`src/rtl/axi_arb_pkg.sv`:
```
// Shared types for the two-requester AXI4 round-robin arbiter.
// Contents:
//   w_state_t : write-path FSM encoding (W_IDLE, W_BUSY, W_RESP)
//   r_state_t : read-path FSM encoding  (R_IDLE, R_ADDR, R_DATA)
//   owner_t   : 1-bit requester index (0 = s0, 1 = s1)
//   PTR_RESET : last-grant pointer value after reset. It is 1, so s0 wins the first tie.
package axi_arb_pkg;

    typedef enum logic [1:0] {
        W_IDLE = 2'd0,
        W_BUSY = 2'd1,
        W_RESP = 2'd2
    } w_state_t;

    typedef enum logic [1:0] {
        R_IDLE = 2'd0,
        R_ADDR = 2'd1,
        R_DATA = 2'd2
    } r_state_t;

    typedef logic owner_t;

    localparam owner_t PTR_RESET = 1'b1;

endpackage

```
`src/rtl/rr_arb2.sv`:
```
// Two-way round-robin pick. This block is purely combinational.
// Ports:
//   req       : request vector, where bit N is requester sN
//   ptr       : requester that won the previous grant on this path
//   gnt_valid : at least one requester is asking
//   winner    : chosen requester; only meaningful when gnt_valid is 1
// On a tie, the requester that did not win last time gets the grant.
module rr_arb2
    import axi_arb_pkg::*;
(
    input  logic [1:0] req,
    input  owner_t     ptr,
    output logic       gnt_valid,
    output owner_t     winner
);

    always_comb begin
        gnt_valid = |req;
        winner    = 1'b0;
        if (req == 2'b11) begin
            winner = ~ptr;
        end else if (req[1]) begin
            winner = 1'b1;
        end
    end

endmodule

```
`src/rtl/axi_rr_arbiter2.sv`:
```
// Two-to-one AXI4 master arbiter. Write and read paths arbitrate independently.
// Each path allows one outstanding transaction, and responses are routed back to the owner.
// Ports:
//   i_pad_clk, i_pad_rst : clock, and asynchronous active-high reset
//   s0_*, s1_*           : AW/W/B/AR/R slave-side channels of requesters 0 and 1
//   m_axi_*              : AW/W/B/AR/R master-side channels toward the interconnect
//   o_dbg_*              : write/read FSM state and the write-path done flags
// Handshake rule used on every channel: a transfer happens in a cycle where valid
// and ready are both 1 at the rising clock edge. Valid and ready are only ever
// passed between the owner port and the m_axi port. Non-owner ports see 0.
// Payloads are muxed from the registered owner, so a new request never reaches
// m_axi in the same cycle it is raised.
module axi_rr_arbiter2
    import axi_arb_pkg::*;
#(
    parameter int ID_WIDTH   = 4,
    parameter int ADDR_WIDTH = 32,
    parameter int DATA_WIDTH = 32
) (
    input  logic                    i_pad_clk,
    input  logic                    i_pad_rst,
    // requester 0
    input  logic                    s0_awvalid,
    output logic                    s0_awready,
    input  logic [ID_WIDTH-1:0]     s0_awid,
    input  logic [ADDR_WIDTH-1:0]   s0_awaddr,
    input  logic [7:0]              s0_awlen,
    input  logic [2:0]              s0_awsize,
    input  logic [1:0]              s0_awburst,
    input  logic [2:0]              s0_awprot,
    input  logic                    s0_wvalid,
    output logic                    s0_wready,
    input  logic [DATA_WIDTH-1:0]   s0_wdata,
    input  logic [DATA_WIDTH/8-1:0] s0_wstrb,
    input  logic                    s0_wlast,
    output logic                    s0_bvalid,
    input  logic                    s0_bready,
    output logic [ID_WIDTH-1:0]     s0_bid,
    output logic [1:0]              s0_bresp,
    input  logic                    s0_arvalid,
    output logic                    s0_arready,
    input  logic [ID_WIDTH-1:0]     s0_arid,
    input  logic [ADDR_WIDTH-1:0]   s0_araddr,
    input  logic [7:0]              s0_arlen,
    input  logic [2:0]              s0_arsize,
    input  logic [1:0]              s0_arburst,
    input  logic [2:0]              s0_arprot,
    output logic                    s0_rvalid,
    input  logic                    s0_rready,
    output logic [ID_WIDTH-1:0]     s0_rid,
    output logic [DATA_WIDTH-1:0]   s0_rdata,
    output logic [1:0]              s0_rresp,
    output logic                    s0_rlast,
    // requester 1
    input  logic                    s1_awvalid,
    output logic                    s1_awready,
    input  logic [ID_WIDTH-1:0]     s1_awid,
    input  logic [ADDR_WIDTH-1:0]   s1_awaddr,
    input  logic [7:0]              s1_awlen,
    input  logic [2:0]              s1_awsize,
    input  logic [1:0]              s1_awburst,
    input  logic [2:0]              s1_awprot,
    input  logic                    s1_wvalid,
    output logic                    s1_wready,
    input  logic [DATA_WIDTH-1:0]   s1_wdata,
    input  logic [DATA_WIDTH/8-1:0] s1_wstrb,
    input  logic                    s1_wlast,
    output logic                    s1_bvalid,
    input  logic                    s1_bready,
    output logic [ID_WIDTH-1:0]     s1_bid,
    output logic [1:0]              s1_bresp,
    input  logic                    s1_arvalid,
    output logic                    s1_arready,
    input  logic [ID_WIDTH-1:0]     s1_arid,
    input  logic [ADDR_WIDTH-1:0]   s1_araddr,
    input  logic [7:0]              s1_arlen,
    input  logic [2:0]              s1_arsize,
    input  logic [1:0]              s1_arburst,
    input  logic [2:0]              s1_arprot,
    output logic                    s1_rvalid,
    input  logic                    s1_rready,
    output logic [ID_WIDTH-1:0]     s1_rid,
    output logic [DATA_WIDTH-1:0]   s1_rdata,
    output logic [1:0]              s1_rresp,
    output logic                    s1_rlast,
    // shared master port
    output logic                    m_axi_awvalid,
    input  logic                    m_axi_awready,
    output logic [ID_WIDTH-1:0]     m_axi_awid,
    output logic [ADDR_WIDTH-1:0]   m_axi_awaddr,
    output logic [7:0]              m_axi_awlen,
    output logic [2:0]              m_axi_awsize,
    output logic [1:0]              m_axi_awburst,
    output logic [2:0]              m_axi_awprot,
    output logic                    m_axi_wvalid,
    input  logic                    m_axi_wready,
    output logic [DATA_WIDTH-1:0]   m_axi_wdata,
    output logic [DATA_WIDTH/8-1:0] m_axi_wstrb,
    output logic                    m_axi_wlast,
    input  logic                    m_axi_bvalid,
    output logic                    m_axi_bready,
    input  logic [ID_WIDTH-1:0]     m_axi_bid,
    input  logic [1:0]              m_axi_bresp,
    output logic                    m_axi_arvalid,
    input  logic                    m_axi_arready,
    output logic [ID_WIDTH-1:0]     m_axi_arid,
    output logic [ADDR_WIDTH-1:0]   m_axi_araddr,
    output logic [7:0]              m_axi_arlen,
    output logic [2:0]              m_axi_arsize,
    output logic [1:0]              m_axi_arburst,
    output logic [2:0]              m_axi_arprot,
    input  logic                    m_axi_rvalid,
    output logic                    m_axi_rready,
    input  logic [ID_WIDTH-1:0]     m_axi_rid,
    input  logic [DATA_WIDTH-1:0]   m_axi_rdata,
    input  logic [1:0]              m_axi_rresp,
    input  logic                    m_axi_rlast,
    // debug visibility
    output logic [1:0]              o_dbg_w_state,
    output logic [1:0]              o_dbg_r_state,
    output logic                    o_dbg_aw_done,
    output logic                    o_dbg_w_done
);

    // ---------------- state ----------------
    w_state_t w_state_q, w_state_d;
    owner_t   w_owner_q, w_owner_d;
    owner_t   w_ptr_q,   w_ptr_d;
    logic     aw_done_q, aw_done_d;
    logic     w_done_q,  w_done_d;

    r_state_t r_state_q, r_state_d;
    owner_t   r_owner_q, r_owner_d;
    owner_t   r_ptr_q,   r_ptr_d;

    always_ff @(posedge i_pad_clk or posedge i_pad_rst) begin
        if (i_pad_rst) begin
            w_state_q <= W_IDLE;
            w_owner_q <= 1'b0;
            w_ptr_q   <= PTR_RESET;
            aw_done_q <= 1'b0;
            w_done_q  <= 1'b0;
            r_state_q <= R_IDLE;
            r_owner_q <= 1'b0;
            r_ptr_q   <= PTR_RESET;
        end else begin
            w_state_q <= w_state_d;
            w_owner_q <= w_owner_d;
            w_ptr_q   <= w_ptr_d;
            aw_done_q <= aw_done_d;
            w_done_q  <= w_done_d;
            r_state_q <= r_state_d;
            r_owner_q <= r_owner_d;
            r_ptr_q   <= r_ptr_d;
        end
    end

    // ---------------- arbitration ----------------
    logic   aw_any, ar_any;
    owner_t aw_win, ar_win;

    rr_arb2 u_aw_arb (
        .req       ({s1_awvalid, s0_awvalid}),
        .ptr       (w_ptr_q),
        .gnt_valid (aw_any),
        .winner    (aw_win)
    );

    rr_arb2 u_ar_arb (
        .req       ({s1_arvalid, s0_arvalid}),
        .ptr       (r_ptr_q),
        .gnt_valid (ar_any),
        .winner    (ar_win)
    );

    // ---------------- write path ----------------
    logic w_sel1, w_busy, w_resp;
    logic aw_open, w_open;
    logic aw_hs, w_last_hs, b_hs;

    assign w_sel1  = (w_owner_q == 1'b1);
    assign w_busy  = (w_state_q == W_BUSY);
    assign w_resp  = (w_state_q == W_RESP);
    // AW and W are each closed off once their part of the burst is done. This lets W
    // finish before AW without a second AW or stray beats leaking to the interconnect.
    assign aw_open = w_busy & ~aw_done_q;
    assign w_open  = w_busy & ~w_done_q;

    assign m_axi_awvalid = aw_open & (w_sel1 ? s1_awvalid : s0_awvalid);
    assign m_axi_awid    = w_sel1 ? s1_awid    : s0_awid;
    assign m_axi_awaddr  = w_sel1 ? s1_awaddr  : s0_awaddr;
    assign m_axi_awlen   = w_sel1 ? s1_awlen   : s0_awlen;
    assign m_axi_awsize  = w_sel1 ? s1_awsize  : s0_awsize;
    assign m_axi_awburst = w_sel1 ? s1_awburst : s0_awburst;
    assign m_axi_awprot  = w_sel1 ? s1_awprot  : s0_awprot;
    assign s0_awready    = aw_open & ~w_sel1 & m_axi_awready;
    assign s1_awready    = aw_open &  w_sel1 & m_axi_awready;

    assign m_axi_wvalid  = w_open & (w_sel1 ? s1_wvalid : s0_wvalid);
    assign m_axi_wdata   = w_sel1 ? s1_wdata : s0_wdata;
    assign m_axi_wstrb   = w_sel1 ? s1_wstrb : s0_wstrb;
    assign m_axi_wlast   = w_sel1 ? s1_wlast : s0_wlast;
    assign s0_wready     = w_open & ~w_sel1 & m_axi_wready;
    assign s1_wready     = w_open &  w_sel1 & m_axi_wready;

    assign m_axi_bready  = w_resp & (w_sel1 ? s1_bready : s0_bready);
    assign s0_bvalid     = w_resp & ~w_sel1 & m_axi_bvalid;
    assign s1_bvalid     = w_resp &  w_sel1 & m_axi_bvalid;
    assign s0_bid        = m_axi_bid;
    assign s1_bid        = m_axi_bid;
    assign s0_bresp      = m_axi_bresp;
    assign s1_bresp      = m_axi_bresp;

    assign aw_hs     = m_axi_awvalid & m_axi_awready;
    assign w_last_hs = m_axi_wvalid & m_axi_wready & m_axi_wlast;
    assign b_hs      = m_axi_bvalid & m_axi_bready;

    always_comb begin
        w_state_d = w_state_q;
        w_owner_d = w_owner_q;
        w_ptr_d   = w_ptr_q;
        aw_done_d = aw_done_q;
        w_done_d  = w_done_q;
        case (w_state_q)
            W_IDLE: begin
                if (aw_any) begin
                    w_owner_d = aw_win;
                    w_ptr_d   = aw_win;
                    aw_done_d = 1'b0;
                    w_done_d  = 1'b0;
                    w_state_d = W_BUSY;
                end
            end
            W_BUSY: begin
                aw_done_d = aw_done_q | aw_hs;
                w_done_d  = w_done_q | w_last_hs;
                if (aw_done_d && w_done_d) begin
                    w_state_d = W_RESP;
                end
            end
            W_RESP: begin
                if (b_hs) begin
                    w_state_d = W_IDLE;
                end
            end
            default: w_state_d = W_IDLE;
        endcase
    end

    // ---------------- read path ----------------
    logic r_sel1, r_addr, r_data;
    logic ar_hs, r_last_hs;

    assign r_sel1 = (r_owner_q == 1'b1);
    assign r_addr = (r_state_q == R_ADDR);
    assign r_data = (r_state_q == R_DATA);

    assign m_axi_arvalid = r_addr & (r_sel1 ? s1_arvalid : s0_arvalid);
    assign m_axi_arid    = r_sel1 ? s1_arid    : s0_arid;
    assign m_axi_araddr  = r_sel1 ? s1_araddr  : s0_araddr;
    assign m_axi_arlen   = r_sel1 ? s1_arlen   : s0_arlen;
    assign m_axi_arsize  = r_sel1 ? s1_arsize  : s0_arsize;
    assign m_axi_arburst = r_sel1 ? s1_arburst : s0_arburst;
    assign m_axi_arprot  = r_sel1 ? s1_arprot  : s0_arprot;
    assign s0_arready    = r_addr & ~r_sel1 & m_axi_arready;
    assign s1_arready    = r_addr &  r_sel1 & m_axi_arready;

    assign m_axi_rready  = r_data & (r_sel1 ? s1_rready : s0_rready);
    assign s0_rvalid     = r_data & ~r_sel1 & m_axi_rvalid;
    assign s1_rvalid     = r_data &  r_sel1 & m_axi_rvalid;
    assign s0_rid        = m_axi_rid;
    assign s1_rid        = m_axi_rid;
    assign s0_rdata      = m_axi_rdata;
    assign s1_rdata      = m_axi_rdata;
    assign s0_rresp      = m_axi_rresp;
    assign s1_rresp      = m_axi_rresp;
    assign s0_rlast      = m_axi_rlast;
    assign s1_rlast      = m_axi_rlast;

    assign ar_hs     = m_axi_arvalid & m_axi_arready;
    assign r_last_hs = m_axi_rvalid & m_axi_rready & m_axi_rlast;

    always_comb begin
        r_state_d = r_state_q;
        r_owner_d = r_owner_q;
        r_ptr_d   = r_ptr_q;
        case (r_state_q)
            R_IDLE: begin
                if (ar_any) begin
                    r_owner_d = ar_win;
                    r_ptr_d   = ar_win;
                    r_state_d = R_ADDR;
                end
            end
            R_ADDR: begin
                if (ar_hs) begin
                    r_state_d = R_DATA;
                end
            end
            R_DATA: begin
                if (r_last_hs) begin
                    r_state_d = R_IDLE;
                end
            end
            default: r_state_d = R_IDLE;
        endcase
    end

    // ---------------- debug ----------------
    assign o_dbg_w_state = w_state_q;
    assign o_dbg_r_state = r_state_q;
    assign o_dbg_aw_done = aw_done_q;
    assign o_dbg_w_done  = w_done_q;

endmodule

```
`config.mk`:
```
export PLATFORM = sky130hd
export DESIGN_NAME = axi_rr_arbiter2
export DESIGN_NICKNAME = d
export VERILOG_FILES = /design/src/rtl/axi_arb_pkg.sv /design/src/rtl/rr_arb2.sv /design/src/rtl/axi_rr_arbiter2.sv
export SDC_FILE = /design/constraint.sdc
export NUM_CORES = 1
export LEC_CHECK = 0
export CORE_AREA = 3 3 232 234
export DETAILED_ROUTE_END_ITERATION = 6
export DIE_AREA = 0 0 235 237
export SYNTH_ARGS = -nofsm -noshare
export SYNTH_HDL_FRONTEND = slang
export SYNTH_SLANG_ARGS = --single-unit
```
`constraint.sdc`:
```
create_clock -name i_pad_clk -period 1.81 [get_ports i_pad_clk]
set_clock_uncertainty 0.2 [all_clocks]
set_input_delay 0.362 -clock i_pad_clk [delete_from_list [all_inputs] [get_ports i_pad_clk]]
set_output_delay 0.362 -clock i_pad_clk [all_outputs]
set_load 0.03 [all_outputs]
```
==> results.py <==
metrics = {
    "run_status": {
        "status": "complete, but fails checks",
        "violations": "negative setup slack",
    },
    "clock_tree": {
        "clk_latency_ns": 0.26,
        "path_clk_slew_ns": 0.05,
        "postCtsHoldBufs": 0,
        "clk_path_buf_depth": 2,
        "htreeDepth": 1,
        "cts_root_buf": "clkbuf_16",
        "tritoncts": "built",
        "clkSinkCount": 10,
        "cts_buffers": 3,
    },
    "sta": {
        "slew_headroom_pct": 78.6,
        "max_freq_mhz": 463,
        "worst_slack_ns": -0.351,
        "slew_viol_final": 0,
        "fin_hold_ws_ns": 0.241,
        "setup_violations": 159,
        "worstMarginPinSlew_ns": 0.322,
        "post-route-min-period_ns": 2.16,
        "hold_viol_final": 0,
        "grt_setup_unrepaired": "yes",
        "fin_crit_sh_pct": 119,
    },
    "run": {
        "drv_cap": 0,
    },
    "setup_path": {
        "cp-start-kind": "register",
        "crit_required_ns": 1.25,
        "worstPathArrival_ns": 1.60,
        "end_kind": "output port",
        "worstSetupPathType": "reg -> out",
        "crit_fanout": 5,
    },
    "synth": {
        "synthCells": 321,
        "synth_top_area_cell": "mux2_2",
        "synth_area_leaders": "mux2_2 53%, buf_4 24%, dfrtp_1 6.7%",
        "yosys_warnings": 0,
        "avgSynthCellArea_um2": 9.34,
        "seq_area_frac_synth_pct": 8.43,
        "synth_top_area_share_pct": 53.3,
        "syn_nets": 665,
        "ys_types": 25,
        "syn_area_um2": 3000,
        "synth-seq-cells": 10,
    },
    "pwr": {
        "powerDensity_nw_per_um2": 1260,
        "leakagePower_nw": 3.56,
        "vdd_drop_max_v": 0.000696,
    },
    "drt": {
        "route.met2.wl_um": 15500,
        "ant_nets": 0,
        "drt-vias-per-instance": 3.03,
        "initialDrtViolationCount": 71,
        "drc": 0,
        "drt-met1-wl_um": 9640,
        "wl_per_cell_um": 20.0,
        "totalWireLength_um": 28600,
        "dr_wl_met3_um": 2540,
        "vias": 4333,
        "drtPass1Iterations": 4,
        "highest_layer": "met4",
    },
    "placed_design": {
        "dp_slack_ns": -0.386,
        "dpl.hpwl_um": 24800,
        "portBuffers": 463,
        "place_congestion": 0.952,
    },
    "global_route": {
        "grt-ovfl-total": 0,
        "gr-usage-all-layers_pct": 9.66,
        "grt_first_pass_wirelength_um": 37700,
        "grt_start_max_net_pins": 23,
        "first_global_vias": 4698,
        "antenna_found_initial": 18,
    },
    "cells_and_area": {
        "fin_util_pct": 17.1,
        "fillCellCount": 5781,
        "drive_above_1_share_pct": 53.1,
        "area_delta_synth_final_pct": 198,
        "nets": 1081,
    },
    "die": {
        "core_area_um2": 52200,
        "num_io_pins": 596,
        "num_rows": 84,
        "initial_core_util_pct": 5.74,
        "die_w_um": 235,
        "die_height_um": 237,
        "die_area_um2": 55700,
    },
    "hold_path": {
        "min_path_type": "in -> async",
    },
}
[worst max-delay path, cell delays in order, from the launching register on]
cell and delay [ns]:
dfrtp_4 0.51, buf_8 0.16, buf_6 0.12, buf_6 0.11, mux2_4 0.30, buf_6 0.14
[layout make-up]
cell class                 count  area (µm²)  share of cell area, %
inverter                       4        20.0                  0.224
timing repair buffer         518        5460                   61.1
sequential                    10         260                   2.91
multi-input combinational    200        2230                   24.9
clock buffer                   4        88.8                  0.994
antenna                        8        20.0                  0.224
tap                          688         861                   9.64
[synthesized netlist by cell type]
cell type	number
a21oi_1	3
o311a_1	1
o21ai_0	6
mux2_2	142
nand2_1	12
buf_4	94
nor3b_2	1
dfstp_2	2
a31oi_1	3
nand3b_1	1
o32ai_1	2
nor2_1	11
mux2_4	1
mux2i_1	3
buf_2	12
nor3b_1	3
dfrtp_1	8
nor2b_1	3
and3_1	2
inv_1	4
a32o_1	2
a41oi_2	1
and4_1	1
and2_1	2
buf_6	1
[report_power, final]
| group | internal (mW) | total, mW | switching [mW] | leakage [nW] |
|---|---|---|---|---|
| clock | 0.335 | 0.475 | 0.140 | 0.0442 |
| combinational | 5.37 | 10.3 | 4.90 | 3.40 |
| sequential | 0.361 | 0.508 | 0.147 | 0.113 |
| total | 6.06 | 11.2 | 5.18 | 3.56 |
[routing by layer]
layer | track usage, % | vias up
li1 | - | 1889
met1 | 9.42 | 1968
met2 | 19.5 | 429
met3 | 3.17 | 47
met4 | 2.23 | 0
met5 | 0 | -
[sequential cells by signal, summed over array words and instances (netlist names)]
signal / count
o_dbg_aw_done: 1
o_dbg_r_state: 2
o_dbg_w_done: 1
o_dbg_w_state: 2
r_owner_q: 1
r_ptr_q: 1
w_owner_q: 1
w_ptr_q: 1
[metrics by stage]
step	instances	area, µm²	TNS [ns]	power (mW)
after floorplan	321	3020	-0.0469	5.61
after global placement	1394	7880	-17.31	8.87
after detailed placement	1394	7880	-17.56	8.89
after CTS	1423	8860	-46.19	11.3
after global routing	1429	8930	-48.96	11.8
final	1432	8930	-40.00	11.2
[cells by family after synthesis]
| family | share of synthesized area, % |
|---|---|
| and+or+nand+nor | 6.05 |
| AOI/OAI and AO/OA | 4.26 |
| muxes | 54.8 |
| DFF | 8.43 |
| buffers and inverters | 26.4 |
[placed cells by master (no fill, tap or decap), drive strengths merged]
cell	n
and4	1
a41oi	1
and3	2
dlymetal6s2s	1
nor3b	4
a31oi	3
mux2	143
clkbuf	4
mux2i	3
o311a	1
clkdlybuf4s50	297
dlygate4sd2	2
dfstp	2
and2	2
nand3b	1
nor2b	3
diode	8
inv	4
a32o	2
o21ai	6
o32ai	2
nor2	11
a21oi	3
dfrtp	8
buf	218
nand2	12
[worst paths after layout]
path / startpoint / endpoint / slack (ns) / depth (start not counted)
setup / recovery: w_owner_q / m_axi_awaddr[4] / -0.35 / 5
hold / removal: i_pad_rst / o_dbg_aw_done / 0.24 / 3
setup reg to reg: w_owner_q / o_dbg_w_state[1] / -0.11 / 6
hold reg to reg: w_ptr_q / w_ptr_q / 0.33 / 2
max in group asynchronous: i_pad_rst / r_ptr_q / 0.91 / 3
min in group i_pad_clk: w_ptr_q / w_ptr_q / 0.33 / 2
[repair_timing]
item,CTS,global route
setup endpoints to repair,161,159
resized for setup,182,40
cloned,7,0
pin swaps,5,8
buffers inserted,18,5
(Power assumes the default switching activity.)
